## src/rtl/demux4_4_wr_pkg.sv

```systemverilog
// Shared select-code definitions for the 4-way write demux and its mux counterpart.
// Both ends decode sel through these constants so the slot mapping cannot drift.
package demux4_4_wr_pkg;

   localparam int SEL_W     = 2;
   localparam int NUM_SLOTS = 4;

   localparam logic [SEL_W-1:0] SLOT0 = 2'd0;
   localparam logic [SEL_W-1:0] SLOT1 = 2'd1;
   localparam logic [SEL_W-1:0] SLOT2 = 2'd2;
   localparam logic [SEL_W-1:0] SLOT3 = 2'd3;

   // Every code maps to exactly one slot, so no X can leak from a partial decode.
   function automatic logic [NUM_SLOTS-1:0] sel_decode(input logic [SEL_W-1:0] s);
      logic [NUM_SLOTS-1:0] oh;
      oh = '0;
      case (s)
         SLOT0: oh = 4'b0001;
         SLOT1: oh = 4'b0010;
         SLOT2: oh = 4'b0100;
         SLOT3: oh = 4'b1000;
         default: oh = '0;
      endcase
      return oh;
   endfunction

endpackage

```

## src/rtl/demux4_4_wr_slot.sv

```systemverilog
// One destination holding cell: data register, occupied flag and sticky overrun flag.
// A write in the same cycle as a consumer clear wins and leaves the cell full.
module demux_slot
   import demux4_4_wr_pkg::*;
#(
   parameter int WIDTH     = 4,
   parameter int OVERWRITE = 0
) (
   input  logic             clk,
   input  logic             rst,
   input  logic             wr_en_i,
   input  logic             clr_i,
   input  logic [WIDTH-1:0] din_i,
   output logic [WIDTH-1:0] q_o,
   output logic             full_o,
   output logic             overrun_o
);

   logic [WIDTH-1:0] q_q, q_d;
   logic             full_q, full_d;
   logic             ovr_q, ovr_d;

   always_comb begin
      q_d    = q_q;
      full_d = full_q;
      ovr_d  = ovr_q;
      if (wr_en_i) begin
         q_d    = din_i;
         full_d = 1'b1;
         // A clear arriving with the write means the old word was consumed.
         if ((OVERWRITE != 0) && full_q && !clr_i) begin
            ovr_d = 1'b1;
         end
      end else if (clr_i) begin
         full_d = 1'b0;
      end
   end

   always_ff @(posedge clk) begin
      if (rst) begin
         q_q    <= '0;
         full_q <= 1'b0;
         ovr_q  <= 1'b0;
      end else begin
         q_q    <= q_d;
         full_q <= full_d;
         ovr_q  <= ovr_d;
      end
   end

   assign q_o       = q_q;
   assign full_o    = full_q;
   assign overrun_o = ovr_q;

endmodule

```

## src/rtl/demux4_4_wr.sv

```systemverilog
// 4-way, 4-bit write demux: steers din into the slot picked by sel under valid/ready,
// with per-slot consumer clears and a wrapping accepted-write counter.
module demux4_4_wr
   import demux4_4_wr_pkg::*;
#(
   parameter int WIDTH     = 4,
   parameter int OVERWRITE = 0,
   parameter int CNT_W     = 8
) (
   input  logic                 clk,
   input  logic                 rst,
   input  logic                 in_valid,
   output logic                 in_ready,
   input  logic [SEL_W-1:0]     sel,
   input  logic [WIDTH-1:0]     din,
   input  logic [NUM_SLOTS-1:0] dest_clr,
   output logic [WIDTH-1:0]     q0,
   output logic [WIDTH-1:0]     q1,
   output logic [WIDTH-1:0]     q2,
   output logic [WIDTH-1:0]     q3,
   output logic [NUM_SLOTS-1:0] full,
   output logic [NUM_SLOTS-1:0] overrun,
   output logic [CNT_W-1:0]     wr_count
);

   logic [NUM_SLOTS-1:0] sel_oh;
   logic [NUM_SLOTS-1:0] wr_en;
   logic [NUM_SLOTS-1:0] full_w;
   logic [NUM_SLOTS-1:0] ovr_w;
   logic [WIDTH-1:0]     q_w [NUM_SLOTS];
   logic                 ready_w;
   logic                 acc;
   logic [CNT_W-1:0]     cnt_q, cnt_d;

   // Readiness looks only at the addressed slot so a full neighbour never stalls.
   always_comb begin
      sel_oh  = sel_decode(sel);
      ready_w = 1'b0;
      if (rst) begin
         ready_w = 1'b0;
      end else if (OVERWRITE != 0) begin
         ready_w = 1'b1;
      end else begin
         ready_w = ~full_w[sel] | dest_clr[sel];
      end
      acc   = in_valid & ready_w;
      wr_en = acc ? sel_oh : '0;
      cnt_d = acc ? cnt_q + CNT_W'(1) : cnt_q;
   end

   always_ff @(posedge clk) begin
      if (rst) begin
         cnt_q <= '0;
      end else begin
         cnt_q <= cnt_d;
      end
   end

   for (genvar k = 0; k < NUM_SLOTS; k++) begin : g_slot
      demux_slot #(
         .WIDTH     (WIDTH),
         .OVERWRITE (OVERWRITE)
      ) u_slot (
         .clk       (clk),
         .rst       (rst),
         .wr_en_i   (wr_en[k]),
         .clr_i     (dest_clr[k]),
         .din_i     (din),
         .q_o       (q_w[k]),
         .full_o    (full_w[k]),
         .overrun_o (ovr_w[k])
      );
   end

   assign in_ready = ready_w;
   assign q0       = q_w[0];
   assign q1       = q_w[1];
   assign q2       = q_w[2];
   assign q3       = q_w[3];
   assign full     = full_w;
   assign overrun  = ovr_w;
   assign wr_count = cnt_q;

endmodule

```

## config.mk

```make
export PLATFORM = sky130hd
export DESIGN_NAME = demux4_4_wr
export DESIGN_NICKNAME = d
export VERILOG_FILES = /design/src/rtl/demux4_4_wr_pkg.sv /design/src/rtl/demux4_4_wr_slot.sv /design/src/rtl/demux4_4_wr.sv
export SDC_FILE = /design/constraint.sdc
export NUM_CORES = 1
export LEC_CHECK = 0
export CAP_MARGIN = 20
export CORE_MARGIN = 3
export CORE_UTILIZATION = 45
export CTS_BUF_LIST = sky130_fd_sc_hd__clkbuf_4
export DETAILED_ROUTE_END_ITERATION = 8
export PLACE_DENSITY_LB_ADDON = 0.08
export SYNTH_ARGS = -nofsm -noshare
export SYNTH_HDL_FRONTEND = slang
export SYNTH_SLANG_ARGS = --single-unit
export TNS_END_PERCENT = 50
```

## constraint.sdc

```tcl
create_clock -name clk -period 4.6 [get_ports clk]
set_input_delay 1.15 -clock clk [delete_from_list [all_inputs] [get_ports clk]]
set_output_delay 1.15 -clock clk [all_outputs]
set_load 0.02 [all_outputs]
```

After elaboration in Yosys (flattened, before gate mapping) --
Index checks and enable logic that the tools add are counted.
Storage, ports and cells: word-level logic and storage cells 37, register bits after elaboration 28, output and inout port bits 33
Cells by class: equal/unequal tests 3, add/subtract/negate cells 1, bitwise gates (word level) 3, muxes and demuxes 15, reductions and logical operators 5, order comparisons 1
Operators by type and width (number):
- 4-bit case mux with 4 select lines | 1
- 1-bit two-way mux | 11
- 8-bit by 1-bit adder with 8-bit output, second input constant | 1
- 2-bit nonzero test | 4
- 1-bit binary-select mux with 2-bit select | 2
- 2-bit equality test, second input constant | 2
- 4-bit two-way mux | 1
- 2-bit by 3-bit less-than comparator with 1-bit output, second input constant | 1
- 2-bit by 1-bit equality test with 1-bit output, second input constant | 1
- 2-bit logical NOT | 1
- 1-bit AND | 1
- 1-bit NOT | 1
- 1-bit bitwise OR | 1

Logic depth before layout (Yosys ltp) --
depth in word-level cells 8, gate-level depth with buffers 6

Cells and area by module --
Synthesis repeated with hierarchy kept, for this count alone.
Unflattened totals: cells, all modules 137, area, all modules 1291.2 µm²
Modules (own cells, without submodules):
- demux_slot | cells an instance 19, area an instance 192.7 µm², seq. area each 100.1 µm², times used 4
- demux4_4_wr | cells an instance 61, area an instance 520.5 µm², seq. area each 160.2 µm², times used 1

Worst setup path after synthesis --
Ideal clock, no wire load.
path type in2out, start point input port dest_clr[1], end point output port in_ready, cell stages on the path 4, arrival time 2107 ps, path slack 1343 ps, cells stage by stage nor2b_1 mux4_2 buf_6 nor2_1
Between the ends: longest elaborated chain between the ends 4
Ends and longest elaborated chain:
- start, declared | line demux4_4_wr.sv:16 | input logic [NUM_SLOTS-1:0] dest_clr,
- 1-bit binary-select mux with 2-bit select | line demux4_4_wr.sv:44 | ready_w = ~full_w[sel] | dest_clr[sel];
- 1-bit two-way mux (not written as such) | line demux4_4_wr.sv:44
- 1-bit bitwise OR | line demux4_4_wr.sv:44
- 1-bit two-way mux | line demux4_4_wr.sv:39 | if (rst) begin
- end, declared | line demux4_4_wr.sv:13 | output logic in_ready,
Every way passes these cells. The select of a mux whose other input is x is not followed.

Final worst setup path --
start point input port sel[1], end point output port in_ready
Between the ends: longest elaborated chain between the ends 5
Ends and longest elaborated chain:
- start, declared | line demux4_4_wr.sv:14 | input logic [SEL_W-1:0] sel,
- 1-bit binary-select mux with 2-bit select | line demux4_4_wr.sv:44
- 1-bit two-way mux (not written as such) | line demux4_4_wr.sv:44
- 1-bit NOT | line demux4_4_wr.sv:44
- 1-bit bitwise OR * | line demux4_4_wr.sv:44
- 1-bit two-way mux * | line demux4_4_wr.sv:39
Mark *: on every way between the ends. The rest lies on a longest branch, timed or not. The select of a mux whose other input is x is not followed.

==> reports/summary.txt <==
Worst hold path type: reg -> reg
Layout Cells excl Fill: 195
Congestion Overflow GR: 0
Fill count: 219
Final net count: 180
Combinational fraction of design power: 14.8%
Syn-to-layout area delta: 29.5%
DRT Pass-1 Iters: 4
HP Start: wr_count[7]
# Max-Cap Violations: 0
Internal reg-to-reg setup slack: 2.82 ns
Final period utilization: 90.6%
Pins Over Slew Limit: 0
Final setup viols: 0
Setup TNS: 0 ns
All-Layer GR Usage: 15.6%
Inst Count DP: 191
Start of the worst register-to-register path: g_slot[3].u_slot.full_o
Clk pwr share: 23.8%
Ratio of cells with drive above 1 in the final layout: 8.48%
Pwr Density: 247 nW/um^2
Core area: 2590 sq um
Number of synthesized flops with an enable pin: 0
Post-route core utilization: 64.2%
Routability Congestion: 0.796
Sink Count: 28
IO Pins: 46
Hold_buf cts: 0
Max Clock Skew: 0.00973 ns
Worst EP required: 3.45 ns
CTS clk-pin slew, worst paths: 0.13 ns
FF-to-FF End: wr_count[0]
Period minus WS final: 4.17 ns
Synth Area per Inst: 9.87 sq um
Worst setup path class: in -> out
CTS max path bufs: 2
First-pass GRT wire length: 4.24 mm
Routed vias/inst: 5.16
Synth Flop Type: dfxtp_1
Leakage power: 0.635 nW
Final HPWL DP: 1.93 mm
Initial drt markers: 13
Residual DRC: 0
Count of final hold-check violations: 0
Total number of vias: 1006
CP arrival: 3.02 ns
Setup bufs post-CTS: 0
Die H: 59.4 microns
Fmax: 240 MHz
Initial Util: 49.6%
Pin count of the biggest net entering global routing: 32
Switching Fraction: 24.5%
Register share of total power: 61.5%
Final ANT Viol Nets: 0
RSZ-0062 raised after global routing: false
Status: finished, final reports clean
Worst Setup End Kind: output port
CP Launch Type: input pin
Synth Register Bits: 28
Post-Syn Instances: 130
Die Footprint: 3530 sq um
Total Power: 0.000410 W
Hold path depth: 2
Crit-path max FO: 5
Num CTS Buffers: 3
Register area share after synthesis: 43.7%
Mapped cell area: 1280 sq um
Die W: 59.4 microns
Row cnt: 18
R2r worst-path depth: 5
Antenna violations before repair: 0
Worst-margin pin slew: 0.830 ns
Synth warnings: 0
N_diodes: 0
Routed wire length: 2.59 mm
Power Internal: 0.000310 W
Unique cell type count in the Yosys netlist: 28
Async set-reset flop share out of synthesis: 0%
VDD IR max: 226 uV
# resized after CTS: 0
Worst-Skew Late Latency: 0.32 ns
Number of port buffers: 41
WHS Endpoint: wr_count[7]
CTS root buf: clkbuf_4
H-tree Lvls: 1
Vias in the first global route: 961
Sw power: 0.000101 W
Drt wl/cell: 13.3 microns
CTS tree: yes
Max-Slew Margin vs Limit: 44.5%
[layout by cell type (no fill, tap or decap), types with 2 or more instances in the layout]
master	count
nand4_1	4
nand2b_1	3
dfxtp_1	28
nor2b_4	3
buf_4	2
clkdlybuf4s50_1	41
nor2_1	23
nand2_1	2
clkbuf_4	3
nor2b_1	2
conb_1	4
o21ai_0	6
mux2i_1	17
a21oi_1	8
or3_1	6
[through the flow]
stage	cell area [sq um]	setup WS, ns	hold WS (ns)
5_1_grt	1660	0.308	0.542
3_3_place_gp	1640	0.450	0.466
6_report	1660	0.431	0.494
2_1_floorplan	1290	1.34	0.524
3_5_place_dp	1640	0.458	0.480
4_1_cts	1660	0.433	0.508
[logic make-up (layout without fill, tap and decap cells)]
group           count (synthesis)  after routing  synth area share (%)
flops                          28             28                  43.7
mux                            19             19                  15.9
simple gates                   51             51                  24.0
fa+ha+maj                       1              1                 0.975
compound gates                 14             14                  5.46
buf+inv                        16             48                  9.75
other cells                     1              4                 0.292
[cell type report]
class	count	area, sq um	share of cell area (%)
flip-flops and latches	28	561	33.7
multi-input cells	89	609	36.6
repair buffers	43	425	25.6
clock buffers	3	22.5	1.35
well taps	30	37.5	2.26
inverters	1	3.75	0.226
clock inverters	1	3.75	0.226
[how the worst max path moves through the flow]
stage / from / end / slack, ns / cells past startpoint
2_1_floorplan: dest_clr[1] / in_ready / 1.34 / 4
3_3_place_gp: sel[1] / in_ready / 0.45 / 4
3_5_place_dp: sel[1] / in_ready / 0.46 / 4
4_1_cts: sel[1] / in_ready / 0.43 / 4
5_1_grt: sel[1] / in_ready / 0.31 / 4
6_report: sel[1] / in_ready / 0.43 / 4
[Yosys cell counts, types with 2 or more instances]
master     n  area, sq um
mux2i_1   17          170
nand2b_1   3         18.8
nand2_1    2         7.51
clkbuf_8   2         27.5
nor2b_1    2         12.5
buf_6      2         22.5
buf_4      8         60.1
or3_1      6         37.5
dfxtp_1   28          561
a21oi_1    8         40.0
o21ai_0    6         30.0
nor2_1    23         86.3
nand4_1    4         25.0
clkbuf_1   3         11.3
nor2b_4    3         41.3
[sequential cells by signal, summed over array words and instances, names as in the netlist]
register              count
g_slot.u_slot.q_o        16
wr_count                  8
g_slot.u_slot.full_o      4
[layer usage]
layer | up-vias | global-route usage [%] | wire (microns)
li1 | 504 | - | -
met1 | 473 | 19.7 | 1190
met2 | 27 | 25.7 | 1180
met3 | 2 | 4.36 | 193
met4 | 0 | 4.85 | 19
met5 | - | 0 | 0
[worst max-delay path: stages]
cell and delay [ns]:
clkdlybuf4s50_1 0.58, mux4_2 0.56, nor2_1 0.11, clkdlybuf4s50_1 0.61
[power groups by stage]
stage                     sequential, W  combinational [W]  clock (W)
final                          0.000252          0.0000605  0.0000976
after global routing           0.000253          0.0000657   0.000111
after CTS                      0.000252          0.0000609   0.000102
after detailed placement       0.000258          0.0000605          0
after global placement         0.000257          0.0000600          0
after floorplan                0.000263          0.0000314          0
No activity file was read; power rests on OpenSTA's default activity.
